[src/rtl/display_scanner.sv]
// 8-digit multiplexed seven-segment driver: hex view of the syscall word or a
// decimal view of one statistics counter, chosen by a debounced mode button.
module display_scanner #(
  parameter int unsigned SCAN_DIV = 100000,
  parameter int unsigned DEBOUNCE = 1000000
) (
  input  logic        clk,
  input  logic        reset,
  input  logic [31:0] hex,
  input  logic [10:0] cnt_clk,
  input  logic [10:0] cnt_i,
  input  logic [10:0] cnt_r,
  input  logic [10:0] cnt_j,
  input  logic        mode_btn,
  output logic [7:0]  an,
  output logic [7:0]  seg,
  output logic [2:0]  mode
);

  localparam int unsigned SW = $clog2(SCAN_DIV);
  localparam int unsigned DW = $clog2(DEBOUNCE + 1);

  typedef enum logic [1:0] {IDLE, LOAD, SHIFT, DONE} state_t;

  logic          btnMeta_q, btnSync_q, btnLvl_q, btnPrev_q;
  logic [DW-1:0] dbCnt_q;
  logic [SW-1:0] presc_q;
  logic [2:0]    idx_q, idx_d;
  logic          lit_q, lit_d;
  logic [2:0]    mode_q, mode_d;
  logic [7:0]    an_q, an_d, seg_q, seg_d;
  state_t        state_q;
  logic [3:0]    iter_q;
  logic [10:0]   bin_q;
  logic [15:0]   bcd_q, bcdAdj;
  logic [15:0]   dec_q, dec_d;
  logic [10:0]   cntSel;
  logic [6:0]    glyph;
  logic          terminal, advance, wrap, start;

  function automatic logic [6:0] hexSeg(input logic [3:0] n);
    case (n)
      4'h0: hexSeg = 7'h40;
      4'h1: hexSeg = 7'h79;
      4'h2: hexSeg = 7'h24;
      4'h3: hexSeg = 7'h30;
      4'h4: hexSeg = 7'h19;
      4'h5: hexSeg = 7'h12;
      4'h6: hexSeg = 7'h02;
      4'h7: hexSeg = 7'h78;
      4'h8: hexSeg = 7'h00;
      4'h9: hexSeg = 7'h10;
      4'hA: hexSeg = 7'h08;
      4'hB: hexSeg = 7'h03;
      4'hC: hexSeg = 7'h46;
      4'hD: hexSeg = 7'h21;
      4'hE: hexSeg = 7'h06;
      default: hexSeg = 7'h0E;
    endcase
  endfunction

  // The first terminal count only lights digit 0; later ones step the index.
  always_comb begin
    terminal = (presc_q == SW'(SCAN_DIV - 1));
    advance  = btnLvl_q & ~btnPrev_q;
    wrap     = terminal & lit_q & (idx_q == 3'd7);
    start    = wrap | advance;
    lit_d    = lit_q | terminal;
    idx_d    = (terminal & lit_q) ? idx_q + 3'd1 : idx_q;
    mode_d   = advance ? ((mode_q == 3'd4) ? 3'd0 : mode_q + 3'd1) : mode_q;
    if (advance)
      dec_d = '0;
    else if (state_q == DONE && !start)
      dec_d = bcd_q;
    else
      dec_d = dec_q;
    case (mode_q)
      3'd1:    cntSel = cnt_clk;
      3'd2:    cntSel = cnt_i;
      3'd3:    cntSel = cnt_r;
      3'd4:    cntSel = cnt_j;
      default: cntSel = '0;
    endcase
    bcdAdj = bcd_q;
    for (int k = 0; k < 4; k++)
      if (bcd_q[k*4 +: 4] >= 4'd5) bcdAdj[k*4 +: 4] = bcd_q[k*4 +: 4] + 4'd3;
  end

  // Segments are built from next-state values so an and seg always agree.
  always_comb begin
    glyph = 7'h7F;
    if (mode_d == 3'd0)
      glyph = hexSeg(hex[{idx_d, 2'b00} +: 4]);
    else if (idx_d == 3'd7)
      case (mode_d)
        3'd1:    glyph = 7'h46;
        3'd2:    glyph = 7'h4F;
        3'd3:    glyph = 7'h2F;
        default: glyph = 7'h61;
      endcase
    else if (!idx_d[2])
      glyph = hexSeg(dec_d[{idx_d[1:0], 2'b00} +: 4]);
    seg_d = lit_d ? {1'b1, glyph} : 8'hFF;
    an_d  = lit_d ? ~(8'd1 << idx_d) : 8'hFF;
  end

  always_ff @(posedge clk or negedge reset) begin
    if (!reset) begin
      btnMeta_q <= 1'b0;
      btnSync_q <= 1'b0;
      btnLvl_q  <= 1'b0;
      btnPrev_q <= 1'b0;
      dbCnt_q   <= '0;
    end else begin
      btnMeta_q <= mode_btn;
      btnSync_q <= btnMeta_q;
      btnPrev_q <= btnLvl_q;
      if (btnSync_q != btnLvl_q) begin
        if (dbCnt_q == DW'(DEBOUNCE - 1)) begin
          btnLvl_q <= btnSync_q;
          dbCnt_q  <= '0;
        end else begin
          dbCnt_q <= dbCnt_q + DW'(1);
        end
      end else begin
        dbCnt_q <= '0;
      end
    end
  end

  always_ff @(posedge clk or negedge reset) begin
    if (!reset) begin
      presc_q <= '0;
      idx_q   <= '0;
      lit_q   <= 1'b0;
      mode_q  <= '0;
      an_q    <= 8'hFF;
      seg_q   <= 8'hFF;
    end else begin
      presc_q <= terminal ? '0 : presc_q + SW'(1);
      idx_q   <= idx_d;
      lit_q   <= lit_d;
      mode_q  <= mode_d;
      an_q    <= an_d;
      seg_q   <= seg_d;
    end
  end

  // Any start pulse restarts the conversion from LOAD, whatever state it is in.
  always_ff @(posedge clk or negedge reset) begin
    if (!reset) begin
      state_q <= IDLE;
      iter_q  <= '0;
      bin_q   <= '0;
      bcd_q   <= '0;
      dec_q   <= '0;
    end else begin
      dec_q <= dec_d;
      if (start) begin
        state_q <= LOAD;
      end else begin
        case (state_q)
          LOAD: begin
            bin_q   <= cntSel;
            bcd_q   <= '0;
            iter_q  <= '0;
            state_q <= SHIFT;
          end
          SHIFT: begin
            {bcd_q, bin_q} <= {bcdAdj[14:0], bin_q, 1'b0};
            iter_q         <= iter_q + 4'd1;
            if (iter_q == 4'd10) state_q <= DONE;
          end
          DONE:    state_q <= IDLE;
          default: state_q <= IDLE;
        endcase
      end
    end
  end

  assign an   = an_q;
  assign seg  = seg_q;
  assign mode = mode_q;

endmodule

[config.mk]
export PLATFORM = sky130hd
export DESIGN_NAME = display_scanner
export DESIGN_NICKNAME = d
export VERILOG_FILES = /design/src/rtl/display_scanner.sv
export SDC_FILE = /design/constraint.sdc
export NUM_CORES = 1
export LEC_CHECK = 0
export CORE_UTILIZATION = 53
export DETAILED_ROUTE_END_ITERATION = 6
export PLACE_DENSITY = 0.77
export SYNTH_ARGS = -nofsm -noshare
export SYNTH_HDL_FRONTEND = slang
export SYNTH_SLANG_ARGS = --single-unit
[constraint.sdc]
create_clock -name clk -period 4.34 [get_ports clk]
set_input_delay 0.868 -clock clk [delete_from_list [all_inputs] [get_ports clk]]
set_output_delay 0.868 -clock clk [all_outputs]
set_load 0.01 [all_outputs]
==> reports/results.ini, run 1 <==
[sta]
worst_slew_pin_slew_ns=0.9663
finalMaxSlewViolations=0
fmaxAchievable_mhz=248.5
hold_viol=0
min_period_ns=4.024
setup_viol=0
holdWs_ns=0.3610
fin_crit_sh_pct=92.71
fin_setup_tns_ns=0
slew_headroom_pct=35.58
rsz0062_at_grt=false
finalClockSkew_ns=0.007898

[placement]
io_buffers=96
gp_congestion=0.9124
dp_hpwl_mm=12.71
dp.cells=1051
post_dp_cell_area_um2=8267

[worst_setup_path]
rr_worst_depth=13
required_ns=4.62
critical_path.top_delay_family=simple AND/OR/NAND/NOR gates
crit_buf_inv=1
critical_path.most_common_cell=ha_1
cp_cell_sequence=ha_1 > and4_4 > and4_1 > and2_1 > a21oi_4 > a31oi_1 > nand3_1 > o2bb2ai_1 > inv_1 > ha_1 > mux2_1 > mux2i_1 > o22ai_1
start_kind=register
critPathMaxFanout=20
rr_startpoint=presc_q[0]$_DFF_PN0_
critical_path_class=register to register
slowest_stage=and4_1
worst-endpoint-arrival_ns=4.30
max_stage_delay_ns=0.62
startpoint=presc_q[0]$_DFF_PN0_
end_kind=register
cp_num_cells=13

[layout]
syn2layout_area_growth_pct=18.10
layout-drive-gt1-share_pct=9.428
fin_nets=997
final_cell_area_um2=8539
stdcell_count=1067
final-seq-area_um2=2821
n_fill_cell=1069
n_antenna_cell=0
multi_input_area_um2=4004

[clock_network]
cts_root_buffer=clkbuf_16
cts_buffers=9
postCtsHoldBufs=0
cts_setup_buffers=0
ctsResizeCount=0
clk_latency_ns=0.36
htree_levels=3
cts_tree=built
cts_sinks=112
cts.reportedPaths.clkPinSlew_ns=0.08
clockBufferDepth=2

[pwr]
swShare_pct=23.30
clkPwrFrac_pct=39.8
p_leak_nw=3.575
powerDensity_nw_per_um2=232.2
combPwrFrac_pct=7.2
power_switching_w=0.0004620
p_total_w=0.001983
p_int_w=0.001521
p_seq_share_pct=52.9
ir_drop_v=0.0001738

[die]
die_y_um=118.8
die-area_um2=14110
fp-row-count=42
core_area_um2=13300
pin_count=98
die_w_um=118.8
start_util_pct=54.39

[synth]
synth_edf_count=0
yosys_warnings=0
synthCells=815
post-synth-top-count-cell=dfrtp_1
async_flop_share_pct=100.0
ys_types=72
syn_area_per_cell_um2=8.872
synth_area_leaders=dfrtp_1 (34%), ha_1 (5.5%), dfstp_2 (5.5%)
seq_area_frac_synth_pct=39.02
ys.flop_type=dfrtp_1
synthesis.area_um2=7231
synth_seq_cells=112
ys_top_cells_by_count=dfrtp_1 (97), nand2_1 (92), nor2_1 (84)
synth_top_cell_by_area=dfrtp_1
synth_top_cell_area_share_pct=33.57
synth_nets=926

[job]
drv_cap=0

[drt]
vias=6480
drtIter0Drc=532
drtPass1Iterations=6
finalWirelength_mm=17.90
antenna_left=0
wl_per_cell_um=16.77
drt-vias-per-instance=6.073
drc=0

[global_routing]
globalRouteOverflowTotal=0
grt_max_degree=57
first_global_vias=6225
grt_pass1_wl_mm=29.93
track_usage_pct=26.22
antenna_found_initial=0

[min_path]
hp-start=btnMeta_q$_DFF_PN0_
hold_class=register to register
min_path_cells=0

[outcome]
status=complete, no violations

[power groups by stage]
stage               Combinational (W)  Sequential, W  Clock [W]
finish                       0.000144        0.00105   0.000790
global route                 0.000157        0.00105   0.000837
CTS                          0.000144        0.00105   0.000802
detailed placement           0.000143        0.00107          0
global placement             0.000139        0.00107          0
floorplan                   0.0000402        0.00107          0
[stage by stage]
stage	setup WS [ns]	util, %
after floorplan	1.175	-
after global placement	0.6367	62.18
after detailed placement	0.4125	62.18
after CTS	0.4166	64.23
after global routing	0.07805	64.23
final	0.3162	64.23
[final cells by class]
type | instances | share of cell area [%]
inverters | 42 | 1.846
flip-flops and latches | 112 | 33.04
multi-input cells | 611 | 46.89
well taps | 176 | 2.579
clock inverters | 6 | 0.5128
repair buffers | 110 | 12.45
clock buffers | 10 | 2.681
[cell families after synthesis]
family | after synthesis | share of synthesized area (%)
simple gates | 298 | 19.36
compound gates | 200 | 19.67
flops | 112 | 39.02
buf+inv | 92 | 5.641
xor+xnor | 42 | 5.087
mux | 37 | 5.485
fa+ha+maj | 33 | 5.676
other cells | 1 | 0.05186
[metal layers]
metal,GRT usage [%],routed length [µm],vias to the layer above
li1,-,-,3038
met1,34.87,7872,3156
met2,43.02,8663,247
met3,4.247,1016,39
met4,9.731,344,0
met5,0,0,-
[cell usage in the layout (no fill, tap or decap), drive strengths merged, types with 11 or more instances in the layout]
master | synthesis | final
dfrtp | 97 | 97
clkdlybuf4s50 | 0 | 95
nor2 | 85 | 85
a22oi | 23 | 23
xor2 | 26 | 26
inv | 42 | 43
a21oi | 30 | 30
buf | 18 | 15
o22ai | 20 | 20
dfstp | 15 | 15
and3 | 13 | 13
o21a | 15 | 15
mux2 | 11 | 11
nand2 | 93 | 93
nand3 | 49 | 49
a221oi | 13 | 13
o21ai | 47 | 47
ha | 32 | 32
mux2i | 25 | 25
xnor2 | 16 | 16
nor3 | 11 | 11
[flip-flops by register name, summed over array words and instances (netlist names), 2 cells and up]
| signal | cells |
|---|---|
| dbCnt_q | 20 |
| presc_q | 17 |
| bcd_q | 16 |
| dec_q | 16 |
| bin_q | 11 |
| an | 8 |
| seg | 7 |
| iter_q | 4 |
| idx_q | 3 |
| mode | 3 |
| state_q | 2 |
[path summary, 6_finish.rpt]
path | slack [ns] | to
max | 0.32 | seg[3]$_DFF_PN1_
min | 0.36 | btnSync_q$_DFF_PN0_
max reg2reg | 0.32 | seg[3]$_DFF_PN1_
min reg2reg | 0.36 | btnSync_q$_DFF_PN0_
max in group asynchronous | 2.90 | an[6]$_DFF_PN1_
min in group asynchronous | 0.55 | dbCnt_q[17]$_DFF_PN0_
Note: power is estimated with default switching activity, not from simulation.
==> run 2, diff against run 1 <==
--- a/config.mk
+++ b/config.mk
@@ -7,6 +7,7 @@
 export LEC_CHECK = 0
 export CORE_UTILIZATION = 53
 export DETAILED_ROUTE_END_ITERATION = 6
+export HOLD_SLACK_MARGIN = 0.02
 export PLACE_DENSITY = 0.77
 export SYNTH_ARGS = -nofsm -noshare
 export SYNTH_HDL_FRONTEND = slang
==> results of run 2 <==
The final DEF is identical to that of run 1; final timing and power are the same.
